### src/rtl/ycc_stream_sched_pkg.sv
// Shared encodings for the YCbCr stream scheduler: channel codes,
// scheduler states and the default bitstream word width.
package ycc_stream_sched_pkg;

  localparam int DATA_W_DEFAULT = 32;

  localparam logic [1:0] CH_Y  = 2'd0;
  localparam logic [1:0] CH_CB = 2'd1;
  localparam logic [1:0] CH_CR = 2'd2;

  // State encoding equals the channel code so cur_chan is the state itself
  typedef enum logic [1:0] {
    SERVE_Y  = CH_Y,
    SERVE_CB = CH_CB,
    SERVE_CR = CH_CR
  } state_e;

  // Channel rotation Y -> Cb -> Cr -> Y
  function automatic state_e nextChannel(input state_e cur);
    case (cur)
      SERVE_Y:  nextChannel = SERVE_CB;
      SERVE_CB: nextChannel = SERVE_CR;
      default:  nextChannel = SERVE_Y;
    endcase
  endfunction

endpackage

### src/rtl/sched_fifo.sv
// Synchronous show-ahead FIFO: dout always shows the oldest word, rd_en
// consumes it. Writes while full are ignored; the caller flags the drop.
module sched_fifo #(
  parameter int DEPTH = 16,
  parameter int WIDTH = 33
) (
  input  logic                     clk,
  input  logic                     rst,
  input  logic                     wr_en,
  input  logic                     rd_en,
  input  logic [WIDTH-1:0]         din,
  output logic [WIDTH-1:0]         dout,
  output logic                     empty,
  output logic [$clog2(DEPTH):0]   count
);

  localparam int AW = $clog2(DEPTH);
  localparam logic [AW:0] FULL_COUNT = (AW+1)'(DEPTH);

  logic [WIDTH-1:0] mem_q [DEPTH];
  logic [AW-1:0]    wrPtr_q, wrPtr_d;
  logic [AW-1:0]    rdPtr_q, rdPtr_d;
  logic [AW:0]      count_q, count_d;
  logic             doWrite, doRead;

  // Accept a write only with room before the edge; read only when data exists
  always_comb begin
    doWrite = wr_en && (count_q != FULL_COUNT);
    doRead  = rd_en && (count_q != '0);
    wrPtr_d = doWrite ? wrPtr_q + AW'(1) : wrPtr_q;
    rdPtr_d = doRead  ? rdPtr_q + AW'(1) : rdPtr_q;
    case ({doWrite, doRead})
      2'b10:   count_d = count_q + (AW+1)'(1);
      2'b01:   count_d = count_q - (AW+1)'(1);
      default: count_d = count_q;
    endcase
  end

  // Pointer and occupancy registers; pointers wrap naturally at DEPTH
  always_ff @(posedge clk) begin
    if (!rst) begin
      wrPtr_q <= '0;
      rdPtr_q <= '0;
      count_q <= '0;
    end else begin
      wrPtr_q <= wrPtr_d;
      rdPtr_q <= rdPtr_d;
      count_q <= count_d;
    end
  end

  // Storage array; contents need no reset because occupancy guards them
  always_ff @(posedge clk) begin
    if (rst && doWrite) begin
      mem_q[wrPtr_q] <= din;
    end
  end

  assign dout  = mem_q[rdPtr_q];
  assign empty = (count_q == '0);
  assign count = count_q;

endmodule

### src/rtl/ycc_stream_sched.sv
// Merges Y, Cb and Cr Huffman word streams into one JPEG bitstream,
// emitting whole 8x8 blocks in Y, Cb, Cr order from per-channel FIFOs.
module ycc_stream_sched
  import ycc_stream_sched_pkg::*;
#(
  parameter int FIFO_DEPTH = 16,
  parameter int DATA_W     = DATA_W_DEFAULT
) (
  input  logic              clk,
  input  logic              rst,
  input  logic [DATA_W-1:0] y_bitstream,
  input  logic              y_data_ready,
  input  logic              y_eob,
  input  logic [DATA_W-1:0] cb_bitstream,
  input  logic              cb_data_ready,
  input  logic              cb_eob,
  input  logic [DATA_W-1:0] cr_bitstream,
  input  logic              cr_data_ready,
  input  logic              cr_eob,
  output logic [DATA_W-1:0] JPEG_bitstream,
  output logic              data_ready,
  output logic              eob_out,
  output logic              mcu_done,
  output logic [1:0]        cur_chan,
  output logic [2:0]        overflow
);

  localparam int CW = $clog2(FIFO_DEPTH) + 1;
  localparam logic [CW-1:0] FULL_COUNT = CW'(FIFO_DEPTH);

  logic [2:0]      fifoWr;
  logic [2:0]      fifoRd;
  logic [2:0]      fifoEmpty;
  logic [DATA_W:0] fifoDin   [3];
  logic [DATA_W:0] fifoDout  [3];
  logic [CW-1:0]   fifoCount [3];

  state_e          state_q, state_d;
  logic            pop;
  logic [DATA_W:0] popWord;

  logic [DATA_W-1:0] jpeg_q;
  logic              dataReady_q;
  logic              eob_q;
  logic              mcuDone_q;
  logic [2:0]        overflow_q, overflow_d;

  assign fifoWr     = {cr_data_ready, cb_data_ready, y_data_ready};
  assign fifoDin[0] = {y_eob,  y_bitstream};
  assign fifoDin[1] = {cb_eob, cb_bitstream};
  assign fifoDin[2] = {cr_eob, cr_bitstream};

  for (genvar i = 0; i < 3; i++) begin : gChanFifo
    sched_fifo #(
      .DEPTH (FIFO_DEPTH),
      .WIDTH (DATA_W + 1)
    ) uFifo (
      .clk   (clk),
      .rst   (rst),
      .wr_en (fifoWr[i]),
      .rd_en (fifoRd[i]),
      .din   (fifoDin[i]),
      .dout  (fifoDout[i]),
      .empty (fifoEmpty[i]),
      .count (fifoCount[i])
    );
  end

  // Scheduler state register
  always_ff @(posedge clk) begin
    if (!rst) begin
      state_q <= SERVE_Y;
    end else begin
      state_q <= state_d;
    end
  end

  // Advance to the next channel when the word leaving now closes a block
  always_comb begin
    state_d = state_q;
    if (pop && popWord[DATA_W]) begin
      state_d = nextChannel(state_q);
    end
  end

  // Pop the served FIFO whenever it holds data; other FIFOs only fill
  always_comb begin
    fifoRd  = 3'b000;
    pop     = 1'b0;
    popWord = '0;
    case (state_q)
      SERVE_Y: begin
        pop     = !fifoEmpty[0];
        popWord = fifoDout[0];
        fifoRd  = {2'b00, !fifoEmpty[0]};
      end
      SERVE_CB: begin
        pop     = !fifoEmpty[1];
        popWord = fifoDout[1];
        fifoRd  = {1'b0, !fifoEmpty[1], 1'b0};
      end
      SERVE_CR: begin
        pop     = !fifoEmpty[2];
        popWord = fifoDout[2];
        fifoRd  = {!fifoEmpty[2], 2'b00};
      end
      default: begin
        pop     = 1'b0;
        popWord = '0;
        fifoRd  = 3'b000;
      end
    endcase
  end

  // Sticky drop flags: a word offered to a full FIFO is lost even if it pops
  always_comb begin
    overflow_d = overflow_q;
    for (int i = 0; i < 3; i++) begin
      if (fifoWr[i] && (fifoCount[i] == FULL_COUNT)) begin
        overflow_d[i] = 1'b1;
      end
    end
  end

  // Output registers; the word bus holds its last value between pops
  always_ff @(posedge clk) begin
    if (!rst) begin
      jpeg_q      <= '0;
      dataReady_q <= 1'b0;
      eob_q       <= 1'b0;
      mcuDone_q   <= 1'b0;
      overflow_q  <= 3'b000;
    end else begin
      overflow_q <= overflow_d;
      if (pop) begin
        jpeg_q      <= popWord[DATA_W-1:0];
        dataReady_q <= 1'b1;
        eob_q       <= popWord[DATA_W];
        mcuDone_q   <= popWord[DATA_W] && (state_q == SERVE_CR);
      end else begin
        dataReady_q <= 1'b0;
        eob_q       <= 1'b0;
        mcuDone_q   <= 1'b0;
      end
    end
  end

  assign JPEG_bitstream = jpeg_q;
  assign data_ready     = dataReady_q;
  assign eob_out        = eob_q;
  assign mcu_done       = mcuDone_q;
  assign cur_chan       = state_q;
  assign overflow       = overflow_q;

endmodule

### config.mk
export PLATFORM = sky130hd
export DESIGN_NAME = ycc_stream_sched
export DESIGN_NICKNAME = d
export VERILOG_FILES = /design/src/rtl/ycc_stream_sched_pkg.sv /design/src/rtl/sched_fifo.sv /design/src/rtl/ycc_stream_sched.sv
export SDC_FILE = /design/constraint.sdc
export NUM_CORES = 1
export LEC_CHECK = 0
export ABC_CLOCK_PERIOD_IN_PS = 6300
export CAP_MARGIN = 5
export CORE_MARGIN = 2
export CORE_UTILIZATION = 45
export DETAILED_ROUTE_END_ITERATION = 7
export GPL_ROUTABILITY_DRIVEN = 0
export HOLD_SLACK_MARGIN = 0.05
export SETUP_SLACK_MARGIN = 0.15
export SYNTH_ARGS = -nofsm -noshare
export SYNTH_HDL_FRONTEND = slang
export SYNTH_SLANG_ARGS = --single-unit
### constraint.sdc
create_clock -name clk -period 6.3 [get_ports clk]
set_input_delay 1.575 -clock clk [delete_from_list [all_inputs] [get_ports clk]]
set_output_delay 1.575 -clock clk [all_outputs]
set_load 0.02 [all_outputs]
======== Yosys cells after proc, flatten, opt, wreduce, memory -nomap -nowiden ========
Memories as Yosys holds them, arrays and structs flattened. A register that Yosys moved wholly into a read port is not among the register bits.
Cells that the tools add are included.
Widths: inputs -> output; s select.
storage, ports and cells
  RAM bits ................................ 1584
  memories kept ........................... 3
  logic and storage cells ................. 94
  register bits after elaboration ......... 79
  input bits .............................. 104
  output and inout port bits .............. 40
cells by class
  eq/ne operators ......................... 14
  mux-type cells .......................... 20
  reduce and logical (&&, ||, !) cells .... 28
  add/sub/neg operators ................... 12
memory list
  name                      words  width  rd ports  clocked after memory_dff  wr ports  line              source
  gChanFifo[0].uFifo.mem_q  16     33     1         1                         1         sched_fifo.sv:20  logic [WIDTH-1:0] mem_q [DEPTH];
  gChanFifo[1].uFifo.mem_q  16     33     1         1                         1         sched_fifo.sv:20
  gChanFifo[2].uFifo.mem_q  16     33     1         1                         1         sched_fifo.sv:20
operators with widths
  kind                 number
  $pmux 33 s3          1
  $pmux 5 s2           3
  $add 4x1->4 const B  6
  $mux 4               6
  $add 5x1->5 const B  3
  $eq 5x5->1 const B   3
  $logic_not 5->1      3
  $ne 5x5->1 const B   3
  $reduce_bool 5->1    3
  $sub 5x1->5 const B  3
  $logic_and 1x1->1    14
  $pmux 3 s3           1
  $eq 2x1->1 const B   4
  $eq 2x2->1 const B   4
  $mux 1               7
  $reduce_bool 2->1    3
  $pmux 2 s2           1
  $logic_not 1->1      3
  $pmux 1 s3           1
  $logic_not 2->1      1
  $reduce_and 2->1     1

======== Longest topological paths before layout ========
Gate-level depths: netlist (run 1).
  depth after elaboration ................. 6
  mapped depth ............................ 13

======== By module ========
From an unflattened synthesis (run 1), not the netlist that was laid out.
unflattened totals
  cell total of the unflattened synthesis .. 2768
  area total of the unflattened synthesis .. 64645.8 um^2
by module, submodules not included
  module                                instances  cells an instance  seq. area each (um^2)  area each (um^2)
  sched_fifo at gChanFifo[1].uFifo ...  2          847                16195.5                20758.7
  sched_fifo at gChanFifo[0].uFifo      1          848                16195.5                20789.9
  ycc_stream_sched                      1          226                800.8                  2338.5

======== Worst setup path after synthesis (run 1) ========
Ideal clock, no wire load.
  path kind ............................... input to register
  start ................................... input rst
  end ..................................... memory gChanFifo[2].uFifo.mem_q[2][0], enable pin
  data arrival time ....................... 4.581 ns
  buffers on the path ..................... 2
  required time ........................... 5.836 ns
  setup time .............................. 0.464 ns
  setup slack ............................. 1.255 ns
  cell stages on the path ................. 4
  cell sequence ........................... clkbuf_1 -> clkbuf_1 -> nand3_1 -> nor3_1
between the ends
  longest elaborated chain between the ends .. 3
ends and longest elaborated chain
  item                          line                    source
  start: declaration            ycc_stream_sched.sv:10  input logic rst,
  $logic_and 1x1->1             sched_fifo.sv:54        if (rst && doWrite) begin
  $mux 1                        sched_fifo.sv:54
  $mux 1 (implied by the code)  sched_fifo.sv:55        mem_q[wrPtr_q] <= din;
  end: declaration              sched_fifo.sv:20
No other way between the ends.

======== Worst setup path in the final report (run 1) ========
  start ................................... register state_q[0] (netlist: cur_chan[0])
  end ..................................... output cur_chan[0]
RTL lines
  item                      line                    source
  start: declaration        ycc_stream_sched.sv:38  state_e state_q, state_d;
  start signal: assignment  ycc_stream_sched.sv:74  state_q <= state_d;
  end: declaration          ycc_stream_sched.sv:24  output logic [1:0] cur_chan,
No word-level cell between the ends.

==> run summary, run 1 <==
In this run the most critical hold path is launched from overflow[0]. The clock reaches the later pin of the worst-skew pair after 0.80 ns. The relative slew slack was 0.1874; the clock-pin slew of the registers on the worst-case setup and hold paths was 0.06 ns. Sorting the synthesized cells by area gives the leading types as sky130_fd_sc_hd__edfxtp_1, sky130_fd_sc_hd__mux4_2, sky130_fd_sc_hd__mux2i_1.

Data on the critical path arrives at its endpoint at 2.52 ns. Antenna violation net count after detailed routing: 0. The number of global-route vias before repair was 31.75k; the number of max-cap violations was 0. The floorplan step set the die height to 382.1 um. Worst hold-check slack: 0.4994 ns. The number of synthesized flops with an enable pin is 1584. The total routing usage reported by global routing was 0.2246; the die span in x was 382.1 um. Of all nets on the critical path, the largest fanout is 13. The number of clock buffers added by TritonCTS is 171. The total DRC errors in the routed layout is 0, and the area growth from synthesis to layout is 14.56%. The number of nets handed over by synthesis was 3393. In this run the count of I/O pins placed on the die edge is 144. For this run, the leading register cell type out of synthesis is sky130_fd_sc_hd__edfxtp_1. After the first detailed-routing iteration, the DRC count stood at 3650. After detailed routing, the average wire length per cell comes to 29.99 um. In this run the worst setup path begins at cur_chan[0].

The largest voltage drop on the vdd net was 290.1 uV; the number of hold buffers added after cts was 0. The critical path capture point type was an output port. For the final routed database, the setup TNS stands at 0 ns. Once layout is complete, the cells apart from fillers number 5469. Dividing the synthesized area by the synthesized cell count gives 19.70 um^2. After clock tree synthesis, the repair step resized 0 gates. The maximum clock frequency came out at 243.9 MHz. The share of flip-flops with an asynchronous set or reset after synthesis was 0; the via density per instance was 5.910. The mapped netlist covers 64320 um^2. Across all setup checks in the final design, the least slack found is 2.200 ns. The final max-slew violation count was 0. The tools report the full die area as 146000 um^2.

The run finished with clean final reports. For the largest net degree at the start of global routing, the log shows 73. The total area inside the core boundary comes to 141800 um^2.

After routing the design area is 73680 um^2. Detailed placement ended at an HPWL of 104.9 mm. Setup repair after global routing left no endpoint under its margin. The run gives 4 as the H-tree depth. The logs give 26.29 mW for the total power consumption of the routed design and 4.72 ns for the data required time at the worst endpoint.

TritonCTS built the clock tree. The number of cells in the design after placement came out at 5157. The Yosys step of the flow raised 0 warnings.

For the final core area utilization, the log shows 0.5198. The diode insertion count for antenna repair came out at 0. The placed instances occupy a cell area of 68170 um^2. The worst-case setup slack after placement is 1.542 ns, and the shortest clock period the worst path allows after layout is 4.100 ns. The longest clock path from root to sink contains 3 buffers. The number of port buffers came out at 143. By count the netlist is led by sky130_fd_sc_hd__edfxtp_1, sky130_fd_sc_hd__mux2i_1, sky130_fd_sc_hd__mux4_2, sky130_fd_sc_hd__a22oi_1, sky130_fd_sc_hd__clkbuf_1. The proportion of synthesized chip area in sequential cells came out at 0.7679. Buffers added to address setup during post-CTS repair amount to 0. The tools report the starting utilization of the core area as 0.4537. The number of sinks driven by the clock tree is 1675.

The fraction of layout instances using a drive strength above 1 is 0.1649. Final hold violation count: 0. The worst register-to-register path begins at cur_chan[0].

Final setup violation count: 0. The initial antenna violation count was 7. The kind of start point of the critical path is a flop. The run gives 11.14k as the number of fillers in the final layout. The worst setup path is of the reg -> out kind.

The standby leakage power was 21.96 nW. For this design the ratio of total power to cell area is 356.7 nW/um^2. Length of the first detailed-routing pass in iterations: 8. Library cell with the largest summed area after synthesis: sky130_fd_sc_hd__edfxtp_1. The cell count after synthesis came out at 3265. Type of the worst min-delay path: reg -> reg. The floorplan has 138 rows.

For the detailed-route via count, the log shows 32.32k. The post-synthesis register bit count was 1675. Summed over all layers, the routed wires come to 164.0 mm. The slew at the pin with the worst max-slew slack is 1.216 ns, and the global-route wire length before repair is 234.6 mm.

The count of cell types in the netlist was 62. Area fraction of the dominant cell type after synthesis: 0.7396. Most frequent cell after synthesis: sky130_fd_sc_hd__edfxtp_1. At the end of the flow, the number of nets in the layout was 3568. The final critical-path share of the clock period was 0.6508. The worst setup skew after layout was 0.04134 ns. The root buffer cell chosen for the clock tree is sky130_fd_sc_hd__clkbuf_16.

The run gives 0 as the total global routing overflow.
per-layer routing:
metal / track usage / up-vias / share of wire
met5: 0 / - / 0.000079
met4: 0.05621 / 2 / 0.022
met3: 0.04728 / 181 / 0.077
met2: 0.3448 / 1177 / 0.47
met1: 0.3294 / 17120 / 0.43
li1: - / 13840 / -
state kept, by name, indices dropped and copies added (netlist names), named ones only:
register                 cells
mcu_done                     1
gChanFifo.uFifo.rdPtr_q     12
eob_out                      1
gChanFifo.uFifo.count       15
cur_chan                     2
overflow                     3
data_ready                   1
JPEG_bitstream              32
gChanFifo.uFifo.wrPtr_q     12
gChanFifo.uFifo.mem_q     1584
layout by cell type (no fill, tap or decap), types with 5 or more instances in the layout:
cell type / synthesis / routed
sky130_fd_sc_hd__edfxtp_1: 1584 / 1584
sky130_fd_sc_hd__clkdlybuf4s50_1: 0 / 142
sky130_fd_sc_hd__mux2i_1: 381 / 381
sky130_fd_sc_hd__buf_4: 7 / 49
sky130_fd_sc_hd__dfxtp_4: 0 / 5
sky130_fd_sc_hd__clkinv_2: 0 / 25
sky130_fd_sc_hd__inv_1: 11 / 11
sky130_fd_sc_hd__a22oi_1: 206 / 206
sky130_fd_sc_hd__o21a_1: 6 / 6
sky130_fd_sc_hd__ha_1: 24 / 24
sky130_fd_sc_hd__xor2_1: 11 / 11
sky130_fd_sc_hd__nand3_1: 81 / 81
sky130_fd_sc_hd__nand2b_1: 11 / 11
sky130_fd_sc_hd__clkinv_8: 0 / 6
sky130_fd_sc_hd__nor3_1: 14 / 10
sky130_fd_sc_hd__clkbuf_16: 0 / 172
sky130_fd_sc_hd__and2_1: 37 / 36
sky130_fd_sc_hd__nand4_1: 37 / 37
sky130_fd_sc_hd__clkbuf_8: 0 / 6
sky130_fd_sc_hd__nor2_4: 0 / 47
sky130_fd_sc_hd__o21ai_0: 21 / 21
sky130_fd_sc_hd__bufinv_16: 0 / 13
sky130_fd_sc_hd__nand3b_1: 6 / 6
sky130_fd_sc_hd__a221oi_1: 63 / 63
sky130_fd_sc_hd__nor2_1: 60 / 12
sky130_fd_sc_hd__buf_12: 0 / 5
sky130_fd_sc_hd__mux4_2: 213 / 213
sky130_fd_sc_hd__o221a_1: 25 / 25
sky130_fd_sc_hd__xnor2_1: 19 / 19
sky130_fd_sc_hd__clkinvlp_4: 0 / 6
sky130_fd_sc_hd__o21ai_1: 6 / 6
sky130_fd_sc_hd__dfxtp_1: 91 / 85
sky130_fd_sc_hd__a21oi_1: 11 / 11
sky130_fd_sc_hd__nand2_1: 68 / 68
sky130_fd_sc_hd__o22ai_1: 6 / 6
sky130_fd_sc_hd__o221a_2: 5 / 5
sky130_fd_sc_hd__clkbuf_1: 109 / 44
sky130_fd_sc_hd__nor2b_1: 20 / 16
sky130_fd_sc_hd__clkinv_1: 0 / 30
where the power goes:
group	switching (mW)	total (mW)	internal (mW)
sequential	0.294	12.7	12.4
combinational	2.26	3.62	1.36
clock	4.28	9.95	5.67
total	6.83	26.3	19.5
final cells by class:
type / count / area [um^2] / area share
Clock buffer: 222 / 4552 / 0.06178
Clock inverter: 90 / 958.4 / 0.01301
Inverter: 12 / 45.04 / 0.0006113
Multi-Input combinational cell: 1384 / 14470 / 0.1963
Sequential cell: 1675 / 49410 / 0.6706
Tap cell: 1890 / 2365 / 0.03209
Timing Repair Buffer: 196 / 1889 / 0.02564
cell families (layout without fill, tap and decap cells):
logic type      count (synthesis)  after routing  share of synthesized area
compound gates                371            371                    0.04515
xor+xnor                       30             30                   0.004085
fa+ha+maj                      24             24                   0.004669
buf+inv                       206            520                    0.01391
flops                        1675           1675                     0.7679
mux                           597            597                     0.1351
simple gates                  362            362                    0.02920
worst max-delay path, stage by stage, from the launching register on:
cell,delay [ns]
sky130_fd_sc_hd__dfxtp_1,0.63
sky130_fd_sc_hd__buf_4,0.35
sky130_fd_sc_hd__clkdlybuf4s50_1,0.74
path summary, 6_finish.rpt:
kind / endpoint / slack [ns] / cells after the start
setup / recovery: cur_chan[0] / 2.20 / 2
hold / removal: overflow[0] / 0.50 / 2
setup reg to reg: gChanFifo[1].uFifo.count[4] / 2.77 / 10
hold reg to reg: overflow[0] / 0.50 / 2
No activity file was read; power rests on OpenSTA's default activity.
==> inputs of run 2 (changes only) <==
--- a/config.mk
+++ b/config.mk
@@ -5,7 +5,7 @@
 export SDC_FILE = /design/constraint.sdc
 export NUM_CORES = 1
 export LEC_CHECK = 0
-export ABC_CLOCK_PERIOD_IN_PS = 6300
+export ABC_CLOCK_PERIOD_IN_PS = 3350
 export CAP_MARGIN = 5
 export CORE_MARGIN = 2
 export CORE_UTILIZATION = 45
==> constraint.sdc (replaced) <==
create_clock -name clk -period 3.35 [get_ports clk]
set_input_delay 0.8375 -clock clk [delete_from_list [all_inputs] [get_ports clk]]
set_output_delay 0.8375 -clock clk [all_outputs]
set_load 0.02 [all_outputs]
==> run summary, run 2 (synthesis gave the netlist of run 1 again) <==
The run gives 0 (unchanged) as the final max-slew violation count. The placeable core area is 141800 um^2 (unchanged), and the placed instance area is 70180 um^2 (+2.9%). The logs give 0.04190 ns (+0.0005590 ns) for the worst setup skew after layout and 3 (unchanged) for the number of buffers between clock root and the deepest sink. The run gives 0.144 (+0.006) as the proportion of power drawn by combinational gates. The routed wire length came out at 163.3 mm (-0.44%). The flip-flop count of the largest register after layout works out to 1584 (unchanged). The detailed router's first-iteration violation count came out at 3433 (-5.9%).

The worst setup path is of the reg -> out kind. The tools report the starting utilization of the core area as 0.4537 (unchanged). The run gives 10.94k (-1.8%) as the number of fillers in the final layout.

Counting I/O delays and the setup requirement, the final critical path takes 3.123 ns. The full die area was 146000 um^2 (unchanged). The slew at the pin with the worst max-slew slack works out to 0.8604 ns (-0.3555 ns). The row count is 138 (unchanged), and the relative contribution of the clock network to total power is 0.370 (-0.009).

The run gives 0.486 (+0.002) as the power share of the sequential group. The maximum fanout along the worst path was 11 (-2); the H-tree depth was 4 (unchanged). The run finished with clean final reports.

Number of port buffers: 143 (unchanged). The critical path capture point type is an output port. For the number of buffers inserted by post-CTS setup repair, the log shows 0 (unchanged).

The logs give 3719 (+4.2%) for the net total in the final layout and 172 (+0.58%) for the number of CTS-inserted buffers. The tree is rooted in a sky130_fd_sc_hd__clkbuf_16. The clock-pin slew of the registers on the worst-case setup and hold paths is 0.06 ns (about the same). The standby leakage power is 22.84 nW (+4.0%), and the switching share of total power is 0.2542 (-0.005719).

The tools report the final setup TNS as 0 ns (unchanged). Kind of start point of the critical path: a flop. The register with the highest flop count was gChanFifo.uFifo.mem_q. The areal power density over the cells was 649.2 nW/um^2 (+82%); the global-route wire length before repair was 232.9 mm (-0.73%).

Post-detailed-route wirelength per cell: 29.04 um (-3.2%). Final critical-path share of the clock period: 0.9321. The largest net degree at the start of global routing was 70 (-4.1%).

The area growth from synthesis to layout was 17.40%. The tools report the total global routing overflow as 0 (unchanged). For the final core area utilization, the log shows 0.5326 (+0.01287). Walking the worst path, the cells encountered are buf_4 > clkdlybuf4s50_1. The via density per instance was 5.836 (-1.3%). For this design, the slowest cell found on the critical path is sky130_fd_sc_hd__clkdlybuf4s50_1. The peak per-stage delay on the critical path works out to 0.63 ns (-0.11 ns). The tools report the initial antenna violation count as 25 (+18). The logs give 0 (unchanged) for the antenna violation net count after detailed routing and 32.82k (+1.5%) for the detailed-route via count. Based on the critical path, the design can be clocked at up to 320.3 MHz. The length of the first detailed-routing pass in iterations was 6 (-2).

The total power consumption of the routed design is 49.02 mW (+86%), and the number of max-cap violations is 0 (unchanged). The top cell types in the final layout, fill and taps aside, are sky130_fd_sc_hd__edfxtp_1, sky130_fd_sc_hd__mux2i_1, sky130_fd_sc_hd__mux4_2. The final setup violation count came out at 0 (unchanged). The run gives 2.29 ns (-0.23 ns) as the data arrival time of the worst path. The clock latency reported for the late side of the worst-skew pair was 0.81 ns (about the same). The relative slew slack is 0.4246 (+0.2372).

The number of hold buffers added after cts came out at 0 (unchanged). The total I/O pin count was 144 (unchanged). Data required time at the worst endpoint: 2.51 ns (-2.21 ns). The tools report the post-cts repair resize count as 0 (unchanged).

Grouping stages by cell kind, the critical path spends the most delay in buffers and inverters. The number of global-route vias before repair was 32.37k (+1.9%). Buffer and inverter count on the worst path: 2 (unchanged). TritonCTS built the clock tree. The run gives 0.2230 (-0.001661) as the total routing usage reported by global routing.

Setup repair after global routing left no endpoint under its margin. The die span in x was 382.1 um (unchanged); the post-route cell area was 75510 um^2 (+2.5%). For the largest voltage drop on the vdd net, the log shows 531.2 uV (+83%). The switching power is 12.46 mW (+82%), and the number of sinks driven by the clock tree is 1675 (unchanged). The total DRC errors in the routed layout was 0 (unchanged); the overall die height was 382.1 um (unchanged).

The fraction of layout instances using a drive strength above 1 was 0.1930 (+0.02812). Leaving out fill and tap cells, the most frequent cell in the layout is sky130_fd_sc_hd__edfxtp_1. The post-detailed-placement half-perimeter wirelength came out at 103.2 mm (-1.7%). The path class of the tightest hold or removal check is reg -> reg.

The logs give 0 (unchanged) for the final hold violation count and 36.56 mW (+88%) for the total internal power.
## run 2: cell count changes in the layout (fill, tap and decap cells not counted), sizes merged
| cell | change |
|---|---|
| buf | +150 |
| bufinv | -5 |
| clkbuf | +8 |
| clkinv | +2 |
| clkinvlp | -5 |
| diode | +7 |
| inv | -3 |
## run 2: power by group through the flow
stage,combinational (mW),clock (mW),sequential [mW]
4_1_cts,7.13,18.4,23.8
5_1_grt,7.51,19.2,23.9
3_3_place_gp,7.08,0,24.2
6_report,7.08,18.1,23.8
3_5_place_dp,7.11,0,24.2
2_1_floorplan,3.82,0,24.1
## run 2: worst paths after layout
check / from / endpoint / slack [ns] / cells past startpoint
worst max-delay path: cur_chan[1] / cur_chan[1] / 0.23 / 2
worst min-delay path: overflow[1] / overflow[1] / 0.50 / 2
worst max register to register: gChanFifo[2].uFifo.count[1] / gChanFifo[2].uFifo.count[4] / 0.48 / 10
worst min register to register: overflow[1] / overflow[1] / 0.50 / 2
## run 2: per-layer routing
layer,part of all wire,up-vias,GRT usage,routed length (um)
met5,0.00072,-,0,117
met4,0.025,18,0.06861,4046
met3,0.074,230,0.04957,12030
met2,0.48,1139,0.3543,78510
met1,0.42,17250,0.3088,68610
li1,-,14180,-,-
## run 2: worst min-delay path: stages (launching register included)
cell and delay (ns):
sky130_fd_sc_hd__dfxtp_1 0.33, sky130_fd_sc_hd__a31oi_1 0.05, sky130_fd_sc_hd__nor2b_1 0.09
## run 2: cell type report
class / instances / area (um^2) / share of cell area
multi-input cells: 1384 / 14490 / 0.1918
clock buffers: 230 / 4606 / 0.06100
repair buffers: 346 / 3879 / 0.05137
clock inverters: 79 / 701.9 / 0.009296
flip-flops and latches: 1675 / 49410 / 0.6543
well taps: 1890 / 2365 / 0.03132
diodes: 7 / 17.52 / 0.0002320
inverters: 12 / 45.04 / 0.0005965
## run 2: per-stage QoR
| stage | hold slack, ns | setup WS (ns) | std cells |
|---|---|---|---|
| 2_1_floorplan | 0.4612 | -0.07892 | 3265 |
| 3_3_place_gp | 0.4876 | -0.01078 | 5307 |
| 3_5_place_dp | 0.4898 | 0.08628 | 5307 |
| 4_1_cts | 0.4389 | 0.1943 | 5616 |
| 5_1_grt | 0.4760 | 0.1750 | 5619 |
| 6_report | 0.4979 | 0.2274 | 5623 |
